<file path="src/rtl/alu_arb_pkg.sv">
// alu_arbiter shared types: FSM state encoding and ALU control codes.
// Imported by the arbiter top and its round-robin helper.
`timescale 1ns/1ps
package alu_arb_pkg;

  typedef enum logic [1:0] {
    IDLE = 2'd0,
    EXEC = 2'd1,
    RESP = 2'd2
  } state_t;

  localparam logic [2:0] ALUCTL_ADD = 3'b000;
  localparam logic [2:0] ALUCTL_SUB = 3'b001;
  localparam logic [2:0] ALUCTL_AND = 3'b010;
  localparam logic [2:0] ALUCTL_OR  = 3'b011;
  localparam logic [2:0] ALUCTL_SLT = 3'b100;
  localparam logic [2:0] ALUCTL_NOR = 3'b101;

endpackage

</file>
<file path="src/rtl/rr_arbiter2.sv">
// Combinational 2-way round-robin pick.
// Ports: valid[1:0], last in; gnt_any, gnt_id out.
`timescale 1ns/1ps
module rr_arbiter2 (
  input  logic [1:0] valid,
  input  logic       last,
  output logic       gnt_any,
  output logic       gnt_id
);

  always_comb begin
    gnt_any = |valid;
    gnt_id  = valid[1];
    // On a tie the client not served last wins.
    if (&valid) gnt_id = ~last;
  end

endmodule

</file>
<file path="src/rtl/alu_arbiter.sv">
// Shares one combinational ALU between two clients, round-robin.
// Ports: req0/req1 valid-ready ops in, rsp0/rsp1 valid-ready results out, alu_* to/from the ALU.
`timescale 1ns/1ps
module alu_arbiter
  import alu_arb_pkg::*;
#(
  parameter int N = 32
) (
  input  logic         clk,
  input  logic         reset,
  input  logic         req0_valid,
  output logic         req0_ready,
  input  logic [2:0]   req0_alucontrol,
  input  logic [N-1:0] req0_a,
  input  logic [N-1:0] req0_b,
  input  logic         req1_valid,
  output logic         req1_ready,
  input  logic [2:0]   req1_alucontrol,
  input  logic [N-1:0] req1_a,
  input  logic [N-1:0] req1_b,
  output logic         rsp0_valid,
  input  logic         rsp0_ready,
  output logic [N-1:0] rsp0_result,
  output logic         rsp0_zero,
  output logic         rsp1_valid,
  input  logic         rsp1_ready,
  output logic [N-1:0] rsp1_result,
  output logic         rsp1_zero,
  output logic [2:0]   alu_alucontrol,
  output logic [N-1:0] alu_a,
  output logic [N-1:0] alu_b,
  input  logic [N-1:0] alu_result,
  input  logic         alu_zero
);

  state_t       state, state_nx;
  logic         last, gnt;
  logic         gnt_any, gnt_id;
  logic         accept, rsp_hs;
  logic [2:0]   op_ctl;
  logic [N-1:0] op_a, op_b;
  logic [N-1:0] res_q;
  logic         zero_q;

  rr_arbiter2 u_rr (
    .valid   ({req1_valid, req0_valid}),
    .last    (last),
    .gnt_any (gnt_any),
    .gnt_id  (gnt_id)
  );

  always_comb begin
    state_nx   = state;
    accept     = 1'b0;
    rsp_hs     = 1'b0;
    req0_ready = 1'b0;
    req1_ready = 1'b0;
    rsp0_valid = 1'b0;
    rsp1_valid = 1'b0;
    unique case (state)
      IDLE: begin
        // Reset gates ready so nothing is offered while held.
        accept     = gnt_any & ~reset;
        req0_ready = accept & ~gnt_id;
        req1_ready = accept & gnt_id;
        if (accept) state_nx = EXEC;
      end
      EXEC: state_nx = RESP;
      RESP: begin
        rsp0_valid = ~gnt;
        rsp1_valid = gnt;
        rsp_hs     = gnt ? rsp1_ready : rsp0_ready;
        if (rsp_hs) state_nx = IDLE;
      end
      default: state_nx = IDLE;
    endcase
  end

  always_ff @(posedge clk or posedge reset) begin
    if (reset) begin
      state  <= IDLE;
      last   <= 1'b1;
      gnt    <= 1'b0;
      op_ctl <= '0;
      op_a   <= '0;
      op_b   <= '0;
      res_q  <= '0;
      zero_q <= 1'b0;
    end else begin
      state <= state_nx;
      if (accept) begin
        gnt    <= gnt_id;
        op_ctl <= gnt_id ? req1_alucontrol : req0_alucontrol;
        op_a   <= gnt_id ? req1_a : req0_a;
        op_b   <= gnt_id ? req1_b : req0_b;
      end
      if (state == EXEC) begin
        res_q  <= alu_result;
        zero_q <= alu_zero;
      end
      if (rsp_hs) last <= gnt;
    end
  end

  assign alu_alucontrol = op_ctl;
  assign alu_a          = op_a;
  assign alu_b          = op_b;
  assign rsp0_result    = res_q;
  assign rsp1_result    = res_q;
  assign rsp0_zero      = zero_q;
  assign rsp1_zero      = zero_q;

endmodule
</file>
<file path="config.mk">
export PLATFORM = sky130hd
export DESIGN_NAME = alu_arbiter
export DESIGN_NICKNAME = d
export VERILOG_FILES = /design/src/rtl/alu_arb_pkg.sv /design/src/rtl/rr_arbiter2.sv /design/src/rtl/alu_arbiter.sv
export SDC_FILE = /design/constraint.sdc
export NUM_CORES = 1
export LEC_CHECK = 0
export BUFFER_PORTS_ARGS = -buffer_cell sky130_fd_sc_hd__buf_2
export CORE_AREA = 2 2 120 122
export CTS_CLUSTER_SIZE = 16
export DETAILED_ROUTE_END_ITERATION = 8
export DIE_AREA = 0 0 122 124
export GPL_TIMING_DRIVEN = 0
export PLACE_DENSITY = 0.69
export SLEW_MARGIN = 20
export SYNTH_ARGS = -nofsm -noshare
export SYNTH_HDL_FRONTEND = slang
export SYNTH_SLANG_ARGS = --single-unit
</file>
<file path="constraint.sdc">
create_clock -name clk -period 4.8 [get_ports clk]
set_input_delay 0.24 -clock clk [delete_from_list [all_inputs] [get_ports clk]]
set_output_delay 0.24 -clock clk [all_outputs]
set_load 0.01 [all_outputs]
</file>
==> metrics.md <==
| Metric | Value |
|---|---|
| Skew final | 0.00869 ns |
| Setup bufs post-CTS | 0 |
| Max cap viols | 0 |
| Initial Util | 0.358 |
| Fin crit share | 0.511 |
| Initial antenna violation count | 3 |
| Post-Place Cells | 924 |
| Clk pin slew, worst setup/hold paths | 0.07 ns |
| Die width | 122 um |
| TritonCTS Buffers | 9 |
| Post-synthesis net count | 608 |
| Post-Synth Adder-Cell Area | 0 |
| Data arrival time of the worst path | 2.21 ns |
| RSZ-0062 raised after global routing | no |
| Largest net degree at the start of global routing | 57 |
| # resized after CTS | 0 |
| #FFs+latches synth | 104 |
| Drt pass-1 iters | 5 |
| Critical path's top delay family | buffers and inverters |
| Crit path max-delay cell type | dlygate4sd3_1 |
| Final setup TNS | 0 ns |
| Syn-to-layout area delta | 43.4% |
| Seq/Total Area, Yosys | 0.531 |
| Sequential Power Share | 0.358 |
| Antenna Nets Post-Route | 0 |
| Die area | 15,100 um2 |
| Worst slew pin tran | 0.586 ns |
| Finished Cell Area | 7030 um2 |
| Detailed Route WL | 15,700 um |
| Final setup fails | 0 |
| CTS tree | yes |
| Comb pwr share | 0.465 |
| Cell taking the most area after synthesis | dfrtp_1 |
| Max clock buf depth | 2 |
| Mux share of post-synthesis cell area | 0.0780 |
| Max Slew Vio Count | 0 |
| Layout net count | 929 |
| Vias | 4,677 |
| Clk network pwr share | 0.177 |
| Port Buffer Count | 308 |
| Root Driver | clkbuf_16 |
| CP most frequent cell | buf_2 |
| Vias per std cell | 4.96 |
| Yosys warning count | 0 |
| Layout cells sized above 1 | 0.567 |
| Fin util | 0.513 |
| Share of the synthesized area in the top cell type | 0.525 |
| Fin crit period | 2.45 ns |
| RR Startpoint | state[0] |
| Unique masters post-synth | 23 |
| Grt ovf | 0 |
| Rel. slew slack | 0.609 |
| Final non-filler cell total | 942 |
| Largest stage delay on the critical path | 0.54 ns |
| Crit Path Class | primary input to output port |
| Placed standard-cell area | 6710 um2 |
| P_leak | 0.00361 uW |
| Post-synthesis compound-gate area fraction | 0.143 |
| Post-Syn Area | 4910 um2 |
| Clk sinks | 104 |
| Max Clock Freq | 0.408 GHz |
| Final Hold Viols | 0 |
| P_int | 2830 uW |
| CP max FO | 10 |
| Crit-path cells | dlygate4sd3_1 > buf_2 > or3_1 > buf_2 > buf_6 > buf_6 > nor3b_2 > buf_2 |
| Core area | 13,700 um2 |
| Die Height | 124 um |
| WP buf/inv | 6 |
| Worst vdd ir | 0.000253 V |
| Hold/Removal Path Class | primary input to flop |
| Synthesized instance count | 435 |
| # H-tree levels | 3 |
| Drt wl/cell | 16.7 um |
| Global-route wire length before repair | 23,100 um |
| Hold Buf Count CTS | 1 |
| Simple-gate share of the synthesized area | 0.153 |
| Category of the worst setup path launch point | primary input |
| Min-delay src | req1_b[0] |
| Syn_area_per_cell | 11.3 um2 |
| Critical path required time | 4.56 ns |
| Status | finished clean |
| Power Density | 623 nW/um2 |
| DRC violations left | 0 |
| Post-DP HPWL | 12,300 um |
| Psw | 1560 uW |
| Gpl congestion | 0.764 |
| Crit end category | output port |
| Clk_lat worst skew | 0.34 ns |
| Largest family of logic cells by synthesized area | simple AND/OR/NAND/NOR gates |
| Starting DRT DRC Count | 209 |
| Vias in the first global route | 4,505 |
| Worst Setup SP | reset |
| Final hold slack | 0.117 ns |
| Area contributors post-synth | dfrtp_1 53%, a221o_1 14%, mux2_2 7.8%, buf_4 5.4%, nand2_1 5.3% |
| Post-synthesis share of cell area spent on xor and xnor gates | 0 |
| Net Sw Frac | 0.355 |
| FP Rows | 43 |
| I/O pins | 310 |
| Total GRT Usage | 0.199 |
-- registers in the layout, summed over array words and instances (netlist names) --
name,count
alu_a,32
alu_b,32
rsp0_result,32
alu_alucontrol,3
state,2
gnt,1
last,1
rsp0_zero,1
-- worst reg2reg max path, stage by stage (launching register included) --
cell,delay [ns]
dfrtp_1,0.43
nor3_1,0.25
o21ai_1,0.24
buf_4,0.25
buf_2,0.20
a221o_1,0.37
-- metrics by stage --
stage / setup slack, ns / total power (uW)
floorplan: 1.83 / 2770
global placement: 0.511 / 3620
detailed placement: 2.75 / 3660
CTS: 2.28 / 4450
global route: 2.24 / 4670
finish: 2.35 / 4380
-- path summary, 6_finish.rpt --
check                      slack, ns    endpoint  cells past startpoint
hold reg to reg                 0.50    alu_b[8]                      1
min in group asynchronous       0.51   alu_a[20]                      3
hold / removal                  0.12    alu_b[0]                      2
max in group asynchronous       3.69   alu_b[22]                      4
setup reg to reg                2.94    alu_b[3]                      5
setup / recovery                2.35  req0_ready                      8
-- metal layers --
metal	global-route usage	up-vias	wire length, um
li1	-	2211	-
met1	0.235	2228	6180
met2	0.353	220	7960
met3	0.0485	18	1320
met4	0.0718	0	244
met5	0	-	0
-- power groups by stage --
stage               Clock, uW  Sequential, uW  Combinational [uW]
global placement            0            1580                2050
detailed placement          0            1580                2080
CTS                       798            1570                2080
global route              832            1620                2220
finish                    776            1570                2040
floorplan                   0            1750                1020
-- logic make-up (layout without fill, tap and decap cells) --
logic type,after synthesis,count (layout)
AO/OA/AOI/OAI,72,72
buffers and inverters,79,403
flip-flops,104,104
multiplexers,34,34
other,0,3
AND/OR/NAND/NOR,146,146
-- Yosys cell counts --
cell type  number
o21ai_0         1
o2bb2ai_1       1
nand2b_1        2
inv_1           3
nor2_1          2
o21ai_1         1
nor3b_2         1
buf_2          14
dfrtp_1       103
clkbuf_1       23
and3_1          1
nor2b_1         2
nor3_1         49
buf_1           1
a21oi_1         2
nor3_2         19
dfstp_2         1
mux2_2         34
or3_1           1
buf_4          35
buf_6           3
nand2_1        69
a221o_1        67
-- cell type report --
class                      instances  area (um2)
clock buffer                      11         243
sequential                       104        2600
tap                              180         225
timing repair buffer             310        1580
multi-input combinational        252        1830
fill                            1299        6690
antenna                            3        7.51
clock inverter                     3        67.6
buffer                            76         457
inverter                           3        16.3
-- cells in the final DEF (no fill, tap or decap), drive strengths merged --
master / instances
buf: 362
dfrtp: 103
nand2: 69
nor3: 68
a221o: 67
mux2: 34
clkbuf: 34
diode: 3
inv: 3
nand2b: 2
nor2b: 2
nor2: 2
a21oi: 2
bufinv: 2
o21ai: 2
and3: 1
or3: 1
nor3b: 1
o2bb2ai: 1
clkinvlp: 1
dlygate4sd3: 1
dfstp: 1
Power figures use the tool's default switching activity.
